## src/rtl/fm_lfo.sv

```systemverilog
// fm_lfo: global low-frequency oscillator shared by all FM operators.
// Produces the tremolo attenuation (am_val) and the vibrato position
// (vib_pos); both advance once per output sample on sample_tick and are held
// for the whole operator sweep.
// Optional feature macro: FM_LFO_TEST_EN (adds the lfo_test[1:0] port).
module fm_lfo #(
  parameter int TREM_STEPS    = 210,
  parameter int TREM_DIV_LOG2 = 6,
  parameter int VIB_DIV_LOG2  = 10
) (
  input  logic       clk,
  input  logic       rst_n,
  input  logic       sample_tick,
  input  logic       dam,
  input  logic       dvb,
`ifdef FM_LFO_TEST_EN
  input  logic [1:0] lfo_test,
`endif
  output logic [5:0] am_val,
  output logic [2:0] vib_pos,
  output logic       vib_deep,
  output logic       lfo_upd
);

  localparam int HALF_STEPS = TREM_STEPS / 2;

  logic [VIB_DIV_LOG2-1:0] timer_q, timer_d;
  logic [7:0]              trem_pos_q, trem_pos_d;
  logic [2:0]              vib_pos_q, vib_pos_d;
  logic                    load_q, load_d;
  logic [5:0]              am_val_q, am_val_d;
  logic                    vib_deep_q, vib_deep_d;
  logic                    lfo_upd_q, lfo_upd_d;

  logic                    test_clr;
  logic                    test_fast;
  logic                    trem_adv;
  logic                    vib_adv;
  logic [7:0]              tri_val;
  logic [5:0]              am_raw;

`ifdef FM_LFO_TEST_EN
  assign test_clr  = lfo_test[0];
  assign test_fast = lfo_test[1];
`else
  assign test_clr  = 1'b0;
  assign test_fast = 1'b0;
`endif

  // Step enables decoded from the pre-increment timer value.
  assign trem_adv = test_fast | (&timer_q[TREM_DIV_LOG2-1:0]);
  assign vib_adv  = test_fast | (&timer_q);

  // Next-state for the sample timer and the two LFO positions.
  always_comb begin
    // NOTE: every output of this block gets a default first so that no path
    // leaves it unassigned, which would otherwise infer a latch.
    timer_d    = timer_q;
    trem_pos_d = trem_pos_q;
    vib_pos_d  = vib_pos_q;
    load_d     = 1'b0;
    if (test_clr) begin
      timer_d    = '0;
      trem_pos_d = '0;
      vib_pos_d  = '0;
    end else if (sample_tick) begin
      timer_d = timer_q + VIB_DIV_LOG2'(1);
      load_d  = 1'b1;
      if (trem_adv) begin
        trem_pos_d = (trem_pos_q == 8'(TREM_STEPS - 1)) ? 8'd0 : trem_pos_q + 8'd1;
      end
      if (vib_adv) begin
        vib_pos_d = vib_pos_q + 3'd1;
      end
    end
  end

  // Tremolo triangle shaping from the current position and depth select.
  always_comb begin
    tri_val = (trem_pos_q < 8'(HALF_STEPS)) ? trem_pos_q
                                            : 8'(TREM_STEPS - int'(trem_pos_q));
    am_raw  = dam ? 6'(tri_val >> 2) : 6'(tri_val >> 4);
  end

  // Output stage: load one cycle after a tick, then pulse lfo_upd.
  always_comb begin
    am_val_d   = am_val_q;
    vib_deep_d = vib_deep_q;
    lfo_upd_d  = load_q & ~test_clr;
    if (test_clr) begin
      am_val_d = '0;
    end else if (load_q) begin
      am_val_d   = am_raw;
      vib_deep_d = dvb;
    end
  end

  // State registers with asynchronous active-low reset.
  always_ff @(posedge clk or negedge rst_n) begin
    if (!rst_n) begin
      timer_q    <= '0;
      trem_pos_q <= '0;
      vib_pos_q  <= '0;
      load_q     <= 1'b0;
      am_val_q   <= '0;
      vib_deep_q <= 1'b0;
      lfo_upd_q  <= 1'b0;
    end else begin
      // NOTE: non-blocking assignments make every flop sample the pre-edge
      // values, so the order of these lines does not matter.
      timer_q    <= timer_d;
      trem_pos_q <= trem_pos_d;
      vib_pos_q  <= vib_pos_d;
      load_q     <= load_d;
      am_val_q   <= am_val_d;
      vib_deep_q <= vib_deep_d;
      lfo_upd_q  <= lfo_upd_d;
    end
  end

  assign am_val   = am_val_q;
  assign vib_pos  = vib_pos_q;
  assign vib_deep = vib_deep_q;
  assign lfo_upd  = lfo_upd_q;

endmodule

```

## config.mk

```make
export PLATFORM = sky130hd
export DESIGN_NAME = fm_lfo
export DESIGN_NICKNAME = d
export VERILOG_FILES = /design/src/rtl/fm_lfo.sv
export SDC_FILE = /design/constraint.sdc
export NUM_CORES = 1
export LEC_CHECK = 0
export CAP_MARGIN = 10
export CORE_ASPECT_RATIO = 1.75
export CORE_UTILIZATION = 55
export DETAILED_ROUTE_END_ITERATION = 16
export PLACE_DENSITY = 0.8
export REMOVE_ABC_BUFFERS = 1
export SLEW_MARGIN = 10
export SYNTH_ARGS = -nofsm -noshare
export SYNTH_HDL_FRONTEND = slang
export SYNTH_SLANG_ARGS = --single-unit
export TNS_END_PERCENT = 10
```

## constraint.sdc

```tcl
create_clock -name clk -period 3.2 [get_ports clk]
set_input_delay 0.64 -clock clk [delete_from_list [all_inputs] [get_ports clk]]
set_output_delay 0.64 -clock clk [all_outputs]
set_load 0.05 [all_outputs]
```

==> results.txt, run 1 <==
status: complete, no violations
Via density: 6.03
Register-to-Register Path Depth: 6
share of cells above drive strength 1: 11.5%
Warnings, synthesis: 0
synthesized flop and latch total: 30
# rows: 25
global-route wire length before repair: 5060 µm
vias: 1157
initial core utilization: 58.0%
ys flop type: dfrtp_1
Cell Area, Synth: 1560 µm²
RD Place Congestion: 0.935
EDFF count, synth: 0
worst hold-check path type: reg -> reg
fill count: 217
mean post-synth cell area: 10.5 µm²
Sink Count: 30
TNS Setup: 0 ns
kind of critical path: in -> reg
crit end category: flip-flop
worst vdd ir: 0.382 mV
final setup violating endpoints: 0
DRT iter0 DRCs: 17
Resize count post-CTS: 0
crit share post-route: 68.9%
Worst-Margin Slew: 0.544 ns
Critical Path AT: 2.38 ns
drt pass-1 iters: 4
Worst-path clk slew: 0.07 ns
setup bufs post-CTS: 0
# Max-Cap Violations: 0
die height: 72.4 µm
worst setup margin: 0.996 ns
CTS tree: done
clock root cell: clkbuf_8
final instance area: 1800 µm²
aggregate routed wire length: 2920 µm
Pleak: 0.767 nW
synthesized instance count: 149
R2R Path Start: trem_pos_q[0]
Max FO, Critical Path: 7
initial antenna violation count: 0
async set-reset flop share out of synthesis: 100%
crit path from: sample_tick
Max Freq: 0.454 GHz
# port buffers: 15
placed inst area: 1700 µm²
vias in the first global route: 1201
minimum clock period after layout: 2.20 ns
Die Width: 42.2 µm
Tot GR Track Use: 22.2%
Worst setup SP type: primary input
Critical R2R Capture: am_val[0]
RSZ-0062 raised after global routing: false
Antenna Nets Post-Route: 0
IO Count: 16
Core Region: 2690 µm²
total congestion overflow: 0
Power Dens Cells: 555 nW/µm²
DIE AREA: 3060 µm²
Req. time, crit path: 3.38 ns
total CTS buffers: 5
pin count of the biggest net entering global routing: 31
sequential area share after synthesis: 48.2%
# nets final: 175
setup skew after layout: 0.00875 ns
overall power: 0.000998 W
area grow syn2layout: 15.4%
critical path endpoint: vib_pos[1]
Worst R2R Setup Slack: 1.22 ns
Slew Viols, Final: 0
Skew-Pair Late Insertion Delay: 0.29 ns
Post-DP HPWL: 2120 µm
# DRC: 0
DP Worst Slack: 0.695 ns
Final Hold Vio Count: 0
Rel. slew slack: 63.6%
Inserted Diodes: 0
fin util: 66.9%
synth unique cells: 42
H-tree depth: 2
CTS Hold Bufs: 0
Max clock buf depth: 2
DR WL/cell: 15.2 µm
## worst min path at each step
stage                     startpoint         end  slack (ns)  depth (start not counted)
after floorplan                rst_n   am_val[0]        0.34                          0
after global placement    vib_pos[2]  vib_pos[2]        0.46                          1
after detailed placement  timer_q[9]  timer_q[9]        0.47                          1
after CTS                 timer_q[9]  timer_q[9]        0.48                          1
after global routing      timer_q[9]  timer_q[9]        0.50                          1
final                     timer_q[5]  timer_q[5]        0.47                          1
## per-stage QoR
stage | hold slack [ns] | std cells
2_1_floorplan | 0.344 | 141
3_3_place_gp | 0.460 | 184
3_5_place_dp | 0.467 | 184
4_1_cts | 0.478 | 192
5_1_grt | 0.502 | 192
6_report | 0.472 | 192
## final cells by class
| class | count | area [µm²] | area share (%) |
|---|---|---|---|
| Multi-Input combinational cell | 106 | 743 | 41.3 |
| Clock buffer | 6 | 82.6 | 4.59 |
| Sequential cell | 30 | 751 | 41.7 |
| Timing Repair Buffer | 16 | 158 | 8.76 |
| Clock inverter | 2 | 12.5 | 0.695 |
| Inverter | 5 | 18.8 | 1.04 |
| Tap cell | 27 | 33.8 | 1.88 |
## sequential cells by signal (all words and copies together) (netlist names)
signal and flops:
trem_pos_q 8, vib_pos 3, am_val 6, timer_q 10
vib_deep 1, lfo_upd 1, lfo_upd_d 1
## where the power goes
group | leakage [nW] | switching, W | internal, W
Combinational | 0.330 | 0.0000986 | 0.0000851
Clock | 0.0472 | 0.000142 | 0.000172
Sequential | 0.389 | 0.0000629 | 0.000436
Total | 0.767 | 0.000304 | 0.000694
## Yosys cell counts (all sizes together), types with 2 or more instances
master,instances,area (µm²)
a211oi,2,20.0
a21oi,4,20.0
a31oi,3,18.8
buf,5,31.3
clkbuf,3,15.0
dfrtp,30,751
ha,6,75.1
inv,5,18.8
mux2,4,48.8
nand2,12,45.0
nand2b,3,18.8
nand3,6,30.0
nand4,8,50.1
nor2,8,32.5
nor2b,2,12.5
nor3,2,10.0
nor4b,2,23.8
o211ai,2,15.0
o21a,2,15.0
o21ai,10,50.1
o22ai,2,12.5
or3,2,17.5
xnor2,8,70.1
xor2,7,61.3
## metal layers
layer	global-route usage (%)	vias up	wire [µm]
met2	39.1	23	1610
li1	-	558	-
met1	21.1	565	1110
met5	0	-	0
met3	5.72	11	87
met4	17.4	0	111
## cells in the final DEF (no fill, tap or decap), types with 6 or more instances in the layout
cell,synthesis,routed
nor2_1,7,7
ha_1,6,6
clkdlybuf4s50_1,0,15
nand4_1,8,8
xor2_1,7,7
nand2_1,12,12
clkbuf_8,0,6
o21ai_0,10,10
nand3_1,6,6
dfrtp_1,30,30
xnor2_1,8,8
## kinds of logic (layout without fill, tap and decap cells)
logic type | Yosys count | in the layout | synth area share (%)
adder cells (fa/ha/maj) | 6 | 6 | 4.82
AND/OR/NAND/NOR | 50 | 50 | 18.1
flip-flops | 30 | 30 | 48.2
XOR/XNOR | 15 | 15 | 8.43
buffers and inverters | 13 | 29 | 4.17
multiplexers | 4 | 4 | 3.13
AO/OA/AOI/OAI | 31 | 31 | 13.2
## worst max-delay path, cell delays in order
cell and delay [ns]:
clkdlybuf4s50_1 0.60, nand4_1 0.23, or2_1 0.36, nor2_2 0.20, mux2_2 0.35
No activity file was read; power rests on OpenSTA's default activity.
==> run 2: changes to the inputs <==
==> constraint.sdc (replaced) <==
create_clock -name clk -period 2.3 [get_ports clk]
set_input_delay 0.46 -clock clk [delete_from_list [all_inputs] [get_ports clk]]
set_output_delay 0.46 -clock clk [all_outputs]
set_load 0.05 [all_outputs]
==> run 2 against run 1 <==
Against the previous run: clock power rose by 39%; count of clock-buffer cells in the layout unchanged; flip-flop and latch count did not move; cell area increased by 1.7%; die area is the same; clock skew is 0.0027 ns lower; largest cell class unchanged; highest routed layer unchanged.
==> results.txt, run 2 (synthesis gave the netlist of run 1 again) <==
aggregate routed wire length: 3090 µm
RSZ-0062 raised after global routing: false
RD Place Congestion: 0.904
Via density: 6.13
# port buffers: 15
# rows: 25
area grow syn2layout: 17.3%
clock root cell: clkbuf_8
Slew Viols, Final: 0
CTS tree: done
Sink Count: 30
M2 GR Usage: 41.4%
most common library cell in the layout ignoring fill and taps: dfrtp_1
TNS Setup: 0 ns
Max Freq: 0.511 GHz
CTS Hold Bufs: 0
vias: 1201
CP max-delay cell: clkdlybuf4s50_1
setup skew after layout: 0.00605 ns
kind of critical path: reg -> out
initial core utilization: 58.0%
Critical Path AT: 1.50 ns
crit path from: vib_pos[0]
H-tree depth: 2
Rel. slew slack: 66.6%
CP delay by family, top: buffers and inverters
hold path startpoint: timer_q[9]
Final Hold Vio Count: 0
WHS: 0.475 ns
status: complete, no violations
Skew-Pair Late Insertion Delay: 0.28 ns
crit share post-route: 85.2%
DIE AREA: 3060 µm²
Psw: 0.000432 W
Inserted Diodes: 0
Top Usage Layer GRT: met2
pin count of the biggest net entering global routing: 31
sw frac: 30.7%
Die Width: 42.2 µm
total CTS buffers: 5
Pleak: 0.786 nW
most frequent cells in the layout: dfrtp_1, clkdlybuf4s50_1, nand2_1, o21ai_0
Tot GR Track Use: 22.9%
DR WL/cell: 15.7 µm
max FFs per register: 10
Worst setup SP type: flip-flop
total congestion overflow: 0
# Max-Cap Violations: 0
final setup violating endpoints: 0
minimum clock period after layout: 1.96 ns
share of cells above drive strength 1: 13.6%
Worst R2R Setup Slack: 0.35 ns
Req. time, crit path: 1.84 ns
global-route wire length before repair: 5240 µm
worst hold-check path type: reg -> reg
Max FO, Critical Path: 3
Post-DP HPWL: 2190 µm
Int Pwr: 0.000973 W
Clock power frac: 31.2%
crit end category: output port
Max clock buf depth: 2
Reg power frac: 49.8%
Core Region: 2690 µm²
worst path buffer plus inverter count: 1
worst vdd ir: 0.654 mV
Resize count post-CTS: 0
initial antenna violation count: 0
Logic pwr share: 19.1%
IO Count: 16
drt pass-1 iters: 4
Antenna Nets Post-Route: 0
DRT iter0 DRCs: 24
Top reg by flops: timer_q
Worst-Margin Slew: 0.500 ns
die height: 72.4 µm
R2R Path Start: trem_pos_q[0]
# nets final: 179
setup bufs post-CTS: 0
worst-path cell chain: clkdlybuf4s50_1
# DRC: 0
met1 GRT Util: 23.1%
Power Dens Cells: 768 nW/µm²
vias in the first global route: 1207
met3 Use GR: 6.22%
Worst-path clk slew: 0.06 ns
highest cell delay on the worst timing path: 0.82 ns
run 2: metrics by stage:
step	setup slack (ns)	instances	instance area (µm²)	utilization (%)	total power (W)
3_5_place_dp	0.210	188	1730	64.5	0.000977
2_1_floorplan	0.488	141	1510	-	0.000872
5_1_grt	0.210	196	1830	68.0	0.00148
6_report	0.342	196	1830	68.0	0.00141
4_1_cts	0.332	196	1830	68.0	0.00143
3_3_place_gp	0.277	188	1730	64.5	0.000952
run 2: worst paths after layout:
path	end	cells after the start
max	vib_pos[0]	1
min	timer_q[9]	1
max reg2reg	am_val[0]	6
min reg2reg	timer_q[9]	1
max in group asynchronous	timer_q[2]	2
min in group asynchronous	am_val[0]	2
run 2: area by class of cell:
class | instances | area [µm²]
Multi-Input combinational cell | 106 | 743
Fill cell | 219 | 861
Clock inverter | 2 | 12.5
Sequential cell | 30 | 751
Clock buffer | 6 | 82.6
Tap cell | 27 | 33.8
Inverter | 5 | 18.8
Timing Repair Buffer | 20 | 188
run 2: routing by layer:
metal  part of all wire (%)  up-vias
li1                       -      569
met1                     38      600
met2                     57       24
met3                    3.0        8
met4                    2.2        0
met5                      0        -
run 2: power groups by stage:
stage	sequential [W]	clock (W)	combinational, W
after floorplan	0.000715	0	0.000157
after global placement	0.000700	0	0.000252
after detailed placement	0.000708	0	0.000268
after CTS	0.000700	0.000455	0.000272
after global routing	0.000713	0.000471	0.000297
final	0.000699	0.000438	0.000268
